[src/rtl/mem_resp_pkg.sv]
// Shared definitions for the memory responder.
//   state_t : handshake FSM states
//   op_t    : latched request kind (read, write, or illegal RD&WR)
//   LEDS_OFS / SW_OFS : register offsets inside the I/O window
package mem_resp_pkg;
    typedef enum logic [1:0] {IDLE, WAIT, ACK, HOLD} state_t;
    typedef enum logic [1:0] {OP_RD, OP_WR, OP_BAD} op_t;

    localparam int LEDS_OFS = 0;
    localparam int SW_OFS   = 1;
endpackage

[src/rtl/mem_resp_ram.sv]
// Single-port synchronous RAM with registered read.
//   clk, rst : clock, async active-high reset (clears only the read register)
//   we, re   : write enable, read enable
//   addr     : word index
//   wdata    : write data
//   rdata    : read data register, updated on edges where re=1
module mem_resp_ram #(
    parameter int DATA_W     = 16,
    parameter int DEPTH_LOG2 = 8
) (
    input  logic                  clk,
    input  logic                  rst,
    input  logic                  we,
    input  logic                  re,
    input  logic [DEPTH_LOG2-1:0] addr,
    input  logic [DATA_W-1:0]     wdata,
    output logic [DATA_W-1:0]     rdata
);
    logic [DATA_W-1:0] mem [2**DEPTH_LOG2];

    // Array contents are deliberately not reset.
    always_ff @(posedge clk) begin
        if (we) mem[addr] <= wdata;
    end

    always_ff @(posedge clk or posedge rst) begin
        if (rst)     rdata <= '0;
        else if (re) rdata <= mem[addr];
    end
endmodule

[src/rtl/mem_responder.sv]
// Handshaked memory-side responder: on-chip RAM plus an LED output register
// and a switch input register in an I/O window, with configurable wait states.
//   CLK, RST      : clock, async active-high reset
//   MADDR, DATA_O : request address and write data from the CPU
//   RD, WR        : level requests, held by the CPU until READY
//   DATA_I        : read data (holds until the next read completes)
//   READY, ERR    : one-cycle completion pulse and coincident error flag
//   LEDS          : register at IO_BASE;  SW : input read at IO_BASE+1
module mem_responder
    import mem_resp_pkg::*;
#(
    parameter int                 DATA_W      = 16,
    parameter int                 ADDR_W      = 16,
    parameter int                 DEPTH_LOG2  = 8,
    parameter int                 WAIT_STATES = 2,
    parameter logic [ADDR_W-1:0]  IO_BASE     = 16'hFF00
) (
    input  logic              CLK,
    input  logic              RST,
    input  logic [ADDR_W-1:0] MADDR,
    input  logic [DATA_W-1:0] DATA_O,
    input  logic              RD,
    input  logic              WR,
    output logic [DATA_W-1:0] DATA_I,
    output logic              READY,
    output logic              ERR,
    output logic [DATA_W-1:0] LEDS,
    input  logic [DATA_W-1:0] SW
);
    localparam int CNT_W = (WAIT_STATES > 0) ? $clog2(WAIT_STATES + 1) : 1;
    localparam logic [ADDR_W-1:0] LEDS_ADDR = IO_BASE + ADDR_W'(LEDS_OFS);
    localparam logic [ADDR_W-1:0] SW_ADDR   = IO_BASE + ADDR_W'(SW_OFS);

    state_t             state, state_nx;
    logic [CNT_W-1:0]   cnt;
    op_t                op_q, op_e;
    logic [ADDR_W-1:0]  addr_q, addr_e;
    logic [DATA_W-1:0]  wdata_q, wdata_e;
    logic               err_q, src_ram;
    logic [DATA_W-1:0]  io_q, ram_rdata;
    logic               req_ok, req_bad, commit;
    logic               is_ram, is_leds, is_sw, dec_err;

    assign req_ok  = RD ^ WR;
    assign req_bad = RD & WR;

    // With zero wait states the commit happens on the sampling edge itself,
    // so in IDLE the live bus is used instead of the (not yet loaded) latches.
    always_comb begin
        op_e    = op_q;
        addr_e  = addr_q;
        wdata_e = wdata_q;
        if (state == IDLE) begin
            op_e    = req_bad ? OP_BAD : (WR ? OP_WR : OP_RD);
            addr_e  = MADDR;
            wdata_e = DATA_O;
        end
    end

    assign commit = (state == IDLE && (req_bad || (req_ok && WAIT_STATES == 0))) ||
                    (state == WAIT && cnt == CNT_W'(1));

    assign is_ram  = (addr_e >> DEPTH_LOG2) == '0;
    assign is_leds = addr_e == LEDS_ADDR;
    assign is_sw   = addr_e == SW_ADDR;
    assign dec_err = (op_e == OP_BAD) || !(is_ram || is_leds || is_sw) ||
                     (is_sw && op_e == OP_WR);

    always_ff @(posedge CLK or posedge RST) begin
        if (RST) state <= IDLE;
        else     state <= state_nx;
    end

    always_comb begin
        state_nx = state;
        case (state)
            IDLE: if (req_bad)     state_nx = ACK;
                  else if (req_ok) state_nx = (WAIT_STATES == 0) ? ACK : WAIT;
            WAIT: if (cnt == CNT_W'(1)) state_nx = ACK;
            ACK:  state_nx = HOLD;
            HOLD: if (!RD && !WR) state_nx = IDLE;
            default: state_nx = IDLE;
        endcase
    end

    always_ff @(posedge CLK or posedge RST) begin
        if (RST) begin
            cnt     <= '0;
            op_q    <= OP_RD;
            addr_q  <= '0;
            wdata_q <= '0;
            err_q   <= 1'b0;
            src_ram <= 1'b0;
            io_q    <= '0;
            LEDS    <= '0;
        end else begin
            if (state == IDLE && (RD || WR)) begin
                op_q    <= op_e;
                addr_q  <= MADDR;
                wdata_q <= DATA_O;
                cnt     <= CNT_W'(WAIT_STATES);
            end else if (state == WAIT) begin
                cnt <= cnt - CNT_W'(1);
            end
            if (commit) begin
                err_q <= dec_err;
                if (op_e == OP_WR && is_leds) LEDS <= wdata_e;
                // Only a genuine read updates DATA_I; decode errors read 0.
                if (op_e == OP_RD) begin
                    src_ram <= is_ram;
                    io_q    <= is_leds ? LEDS : (is_sw ? SW : '0);
                end
            end
        end
    end

    mem_resp_ram #(.DATA_W(DATA_W), .DEPTH_LOG2(DEPTH_LOG2)) u_ram (
        .clk   (CLK),
        .rst   (RST),
        .we    (commit && op_e == OP_WR && is_ram),
        .re    (commit && op_e == OP_RD && is_ram),
        .addr  (addr_e[DEPTH_LOG2-1:0]),
        .wdata (wdata_e),
        .rdata (ram_rdata)
    );

    // RAM data lives in the RAM's own read register; src_ram picks which
    // register currently owns DATA_I.
    assign DATA_I = src_ram ? ram_rdata : io_q;
    assign READY  = (state == ACK);
    assign ERR    = (state == ACK) && err_q;
endmodule

[config.mk]
export PLATFORM = sky130hd
export DESIGN_NAME = mem_responder
export DESIGN_NICKNAME = d
export VERILOG_FILES = /design/src/rtl/mem_resp_pkg.sv /design/src/rtl/mem_resp_ram.sv /design/src/rtl/mem_responder.sv
export SDC_FILE = /design/constraint.sdc
export NUM_CORES = 2
export LEC_CHECK = 0
export CORE_MARGIN = 2
export CORE_UTILIZATION = 50
export CTS_CLUSTER_DIAMETER = 200
export DETAILED_ROUTE_END_ITERATION = 7
export PLACE_DENSITY_LB_ADDON = 0.08
export SYNTH_ARGS = -nofsm -noshare
export SYNTH_HDL_FRONTEND = slang
export SYNTH_HIERARCHICAL = 1
export SYNTH_SLANG_ARGS = --single-unit
[constraint.sdc]
create_clock -name CLK -period 9.8 [get_ports CLK]
set_input_delay 2.94 -clock CLK [delete_from_list [all_inputs] [get_ports CLK]]
set_output_delay 2.94 -clock CLK [all_outputs]
set_load 0.005 [all_outputs]
==> out/qor.yml <==
sta:
  finalMaxSlewViolations: 6
  worst_pin_slew_ns: 1.50
  setup_viol: 0
  final.min_clock_period_ns: 7.98
  fin_setup_tns_ns: 0
  rsz0062_at_grt: "false"
  setup_ws_ns: 1.82
  timing.slew.headroom_pct: -0.808
  hold_viol_final: 0
  period_share_pct: 81.4
  fmax_mhz: 125
  clock_skew_ns: 0.0587
cts:
  cts_inserted_buffers: 428
  cts_resized: 0
  worstSkewPairLatency_ns: 0.98
  tritoncts_clock_tree: "done"
  clock-root-buffer: "sky130_fd_sc_hd__clkbuf_16"
  htreeDepth: 5
  cts_hold_fix_bufs: 0
  post_cts_buffers: 0
  cts.clk_slew.worst_paths_ns: 0.06
  max-clock-path-buffers: 4
  clock_sinks: 4184
final_layout:
  layout-area-overhead-vs-synth_pct: 13.8
  n_fill_cell: 23800
  post_route_cells_drive_above_1_share_pct: 26.9
  final_nets: 8080
  most_frequent_cells_in_the_layout: "sky130_fd_sc_hd__edfxtp_1, sky130_fd_sc_hd__mux4_2, sky130_fd_sc_hd__buf_4"
  most_common_cell_after_layout_fill_and_taps_aside: "sky130_fd_sc_hd__edfxtp_1"
  postLayoutCellArea_sq_um: 184000
logic_synthesis:
  number_of_register_bits_inferred_by_synthesis: 4184
  async_reset_ff_share_pct: 2.10
  postSynthCellCount: 7479
  synth_top_cell_area_share_pct: 76.2
  syn-mean-instance-area_sq_um: 21.6
  synth.area.top_cells: "sky130_fd_sc_hd__edfxtp_1, sky130_fd_sc_hd__mux4_2, sky130_fd_sc_hd__mux2i_1, sky130_fd_sc_hd__dfrtp_1, sky130_fd_sc_hd__mux2_2"
  seq_area_frac_synth_pct: 77.5
  dominant_register_cell_in_the_synthesized_netlist: "sky130_fd_sc_hd__edfxtp_1"
  net_count_after_synthesis: 7536
  synth_edf_count: 4096
  syn_area_sq_um: 161000
  synth.distinct_cells: 71
  ys_warn_count: 6
  synth_top_area_cell: "sky130_fd_sc_hd__edfxtp_1"
placement:
  preCtsSetupSlack_ns: 1.05
  cell_area_after_placement_sq_um: 170000
  detailed_place_hpwl_mm: 291
  globalplace.congestion: 0.901
  port_buffers: 85
hold_path:
  worst_hold_path.num_cells: 2
  worstHoldPathType: "reg2reg"
  hold_path_end: "io_q[13]$_DFFE_PP0P_"
  worstHoldStart: "io_q[13]$_DFFE_PP0P_"
detailed_routing:
  route.detailed.drc: 0
  route.vias.total: 83000
  drtPass1Iterations: 6
  drt.antenna.violating_nets: 0
  route.detailed.vias_per_inst: 6.53
  detail_route.iter0.violations: 11700
  routed_wl_mm: 474
  wl_per_cell_microns: 37.3
critical_path:
  critPathMaxFanout: 46
  rrSetupSlack_ns: 2.84
  crit_path_max_incr_delay_ns: 1.02
  timing.reg2reg.worst_path_depth: 12
  cpLargestDelayFamily: "simple AND/OR/NAND/NOR gates"
  timing.critical_path.arrival_ns: 8.75
  crit_path_start_kind: "primary input"
  critical_path_required_ns: 10.58
  setup.worst_path.end_class: "flip-flop"
  crit-reg2reg-launch: "state[0]$_DFFE_PP0P_"
  setup.worst_path.class: "in2reg"
  worstReg2RegEnd: "u_ram/rdata[4]$_DFFE_PP0P_"
  worst-path-buf-inv: 3
  crit_path_cell_trace: "clkdlybuf4s50_1, mux2_8, buf_4, or3_1, buf_4, nor2_1, nor4_1, a31oi_1, nor4_1, o22ai_1"
  slowest_stage: "sky130_fd_sc_hd__nor4_1"
global_route:
  number_of_antenna_violations_at_the_first_check_in_global_routing: 40
  track_usage_pct: 29.0
  largest_net_degree_at_the_start_of_global_routing: 173
  grt_pass1_vias: 80500
  grt_pass1_wl_mm: 656
  globalRoute.totalOverflow: 0
power:
  pwr_density_cell_nw_per_um2: 334
  ir_worst_vdd_uv: 333
  cellLeakagePower_nw: 58.2
outcome:
  status: "finished with violations"
  violated_checks: "capacitance limit, slew limit"
floorplan:
  top_level_ports: 86
  die_h_microns: 572
  std_cell_rows: 208
  floorplan.core_area_sq_um: 321000
  start_util_pct: 50.3
  fp.dieArea_sq_um: 328000
  die_w_microns: 572
run:
  max_cap_violation_count: 2
==> synth_stat cells (all sizes together), types with 42 or more instances <==
master / number
a221oi: 53
clkbuf: 184
edfxtp: 4096
mux2: 135
o21ai: 67
nor2: 279
nand3: 43
o22a: 43
o22ai: 177
buf: 265
nand2: 92
a22oi: 163
nor3: 80
mux2i: 397
a211oi: 63
a21oi: 42
mux4: 857
dfrtp: 88
==> power by group <==
| group | switching [mW] | internal, mW |
|---|---|---|
| clock | 6.82 | 9.15 |
| combinational | 15.1 | 6.92 |
| sequential | 0.0667 | 23.3 |
==> final cells by class <==
type / count / area, sq um / share of cell area [%]
clock buffer: 536 / 11400 / 6.19
sequential: 4184 / 125000 / 68.2
clock inverter: 257 / 2290 / 1.25
inverter: 15 / 67.6 / 0.0368
antenna: 18 / 45.0 / 0.0245
timing repair buffer: 563 / 4870 / 2.65
multi-input combinational: 2831 / 34500 / 18.8
tap: 4305 / 5390 / 2.93
==> registers in the layout (all words and copies together), names as in the netlist <==
name,flops
addr_q,16
state,2
op_q,2
wdata_q,16
u_ram/rdata,16
io_q,16
err_q,1
src_ram,1
u_ram/mem,4096
cnt,2
LEDS,16
==> stage by stage <==
step	utilization [%]	total power, mW	std cells	hold WS [ns]
finish	57.2	61.3	12700	0.475
CTS	57.2	61.4	12700	0.476
global route	57.2	63.0	12700	0.497
detailed placement	52.9	45.6	11900	0.462
floorplan	-	36.7	7479	0.445
global placement	52.9	45.3	11900	0.455
==> worst max-delay path by stage <==
stage | startpoint | to | slack [ns] | depth (start not counted)
after floorplan | MADDR[0] | u_ram/mem[144][0]$_DFFE_PP_ | 3.05 | 14
after global placement | MADDR[1] | u_ram/rdata[6]$_DFFE_PP0P_ | 0.93 | 9
after detailed placement | MADDR[1] | u_ram/rdata[4]$_DFFE_PP0P_ | 1.05 | 10
after CTS | MADDR[1] | u_ram/rdata[4]$_DFFE_PP0P_ | 2.09 | 10
after global routing | MADDR[1] | u_ram/rdata[4]$_DFFE_PP0P_ | 1.63 | 10
final | MADDR[1] | u_ram/rdata[4]$_DFFE_PP0P_ | 1.82 | 10
==> cell families (layout without fill, tap and decap cells) <==
family                   Yosys count  count (layout)  share of synthesized area [%]
flip-flops                      4184            4184                           77.5
multiplexers                    1389            1389                           15.4
AO/OA/AOI/OAI                    752             752                           3.31
AND/OR/NAND/NOR                  684             684                           2.03
buffers and inverters            464            1371                           1.70
adder cells (fa/ha/maj)            5               5                         0.0387
XOR/XNOR                           1               1                        0.00542
other                              0              18                              0
==> routing by layer <==
| layer | wire [microns] | up-vias | share of wire (%) | track usage, % |
|---|---|---|---|---|
| li1 | - | 32800 | - | - |
| met1 | 189000 | 45100 | 40 | 42.0 |
| met2 | 220000 | 4389 | 46 | 44.1 |
| met3 | 45400 | 772 | 9.6 | 5.57 |
| met4 | 19400 | 12 | 4.1 | 10.7 |
| met5 | 82 | - | 0.017 | 0 |
==> worst min-delay path, stage by stage, from the launching register on <==
cell	delay (ns)
sky130_fd_sc_hd__dfrtp_1	0.33
sky130_fd_sc_hd__nand2_1	0.05
sky130_fd_sc_hd__o31ai_1	0.06
Power figures use the tool's default switching activity.
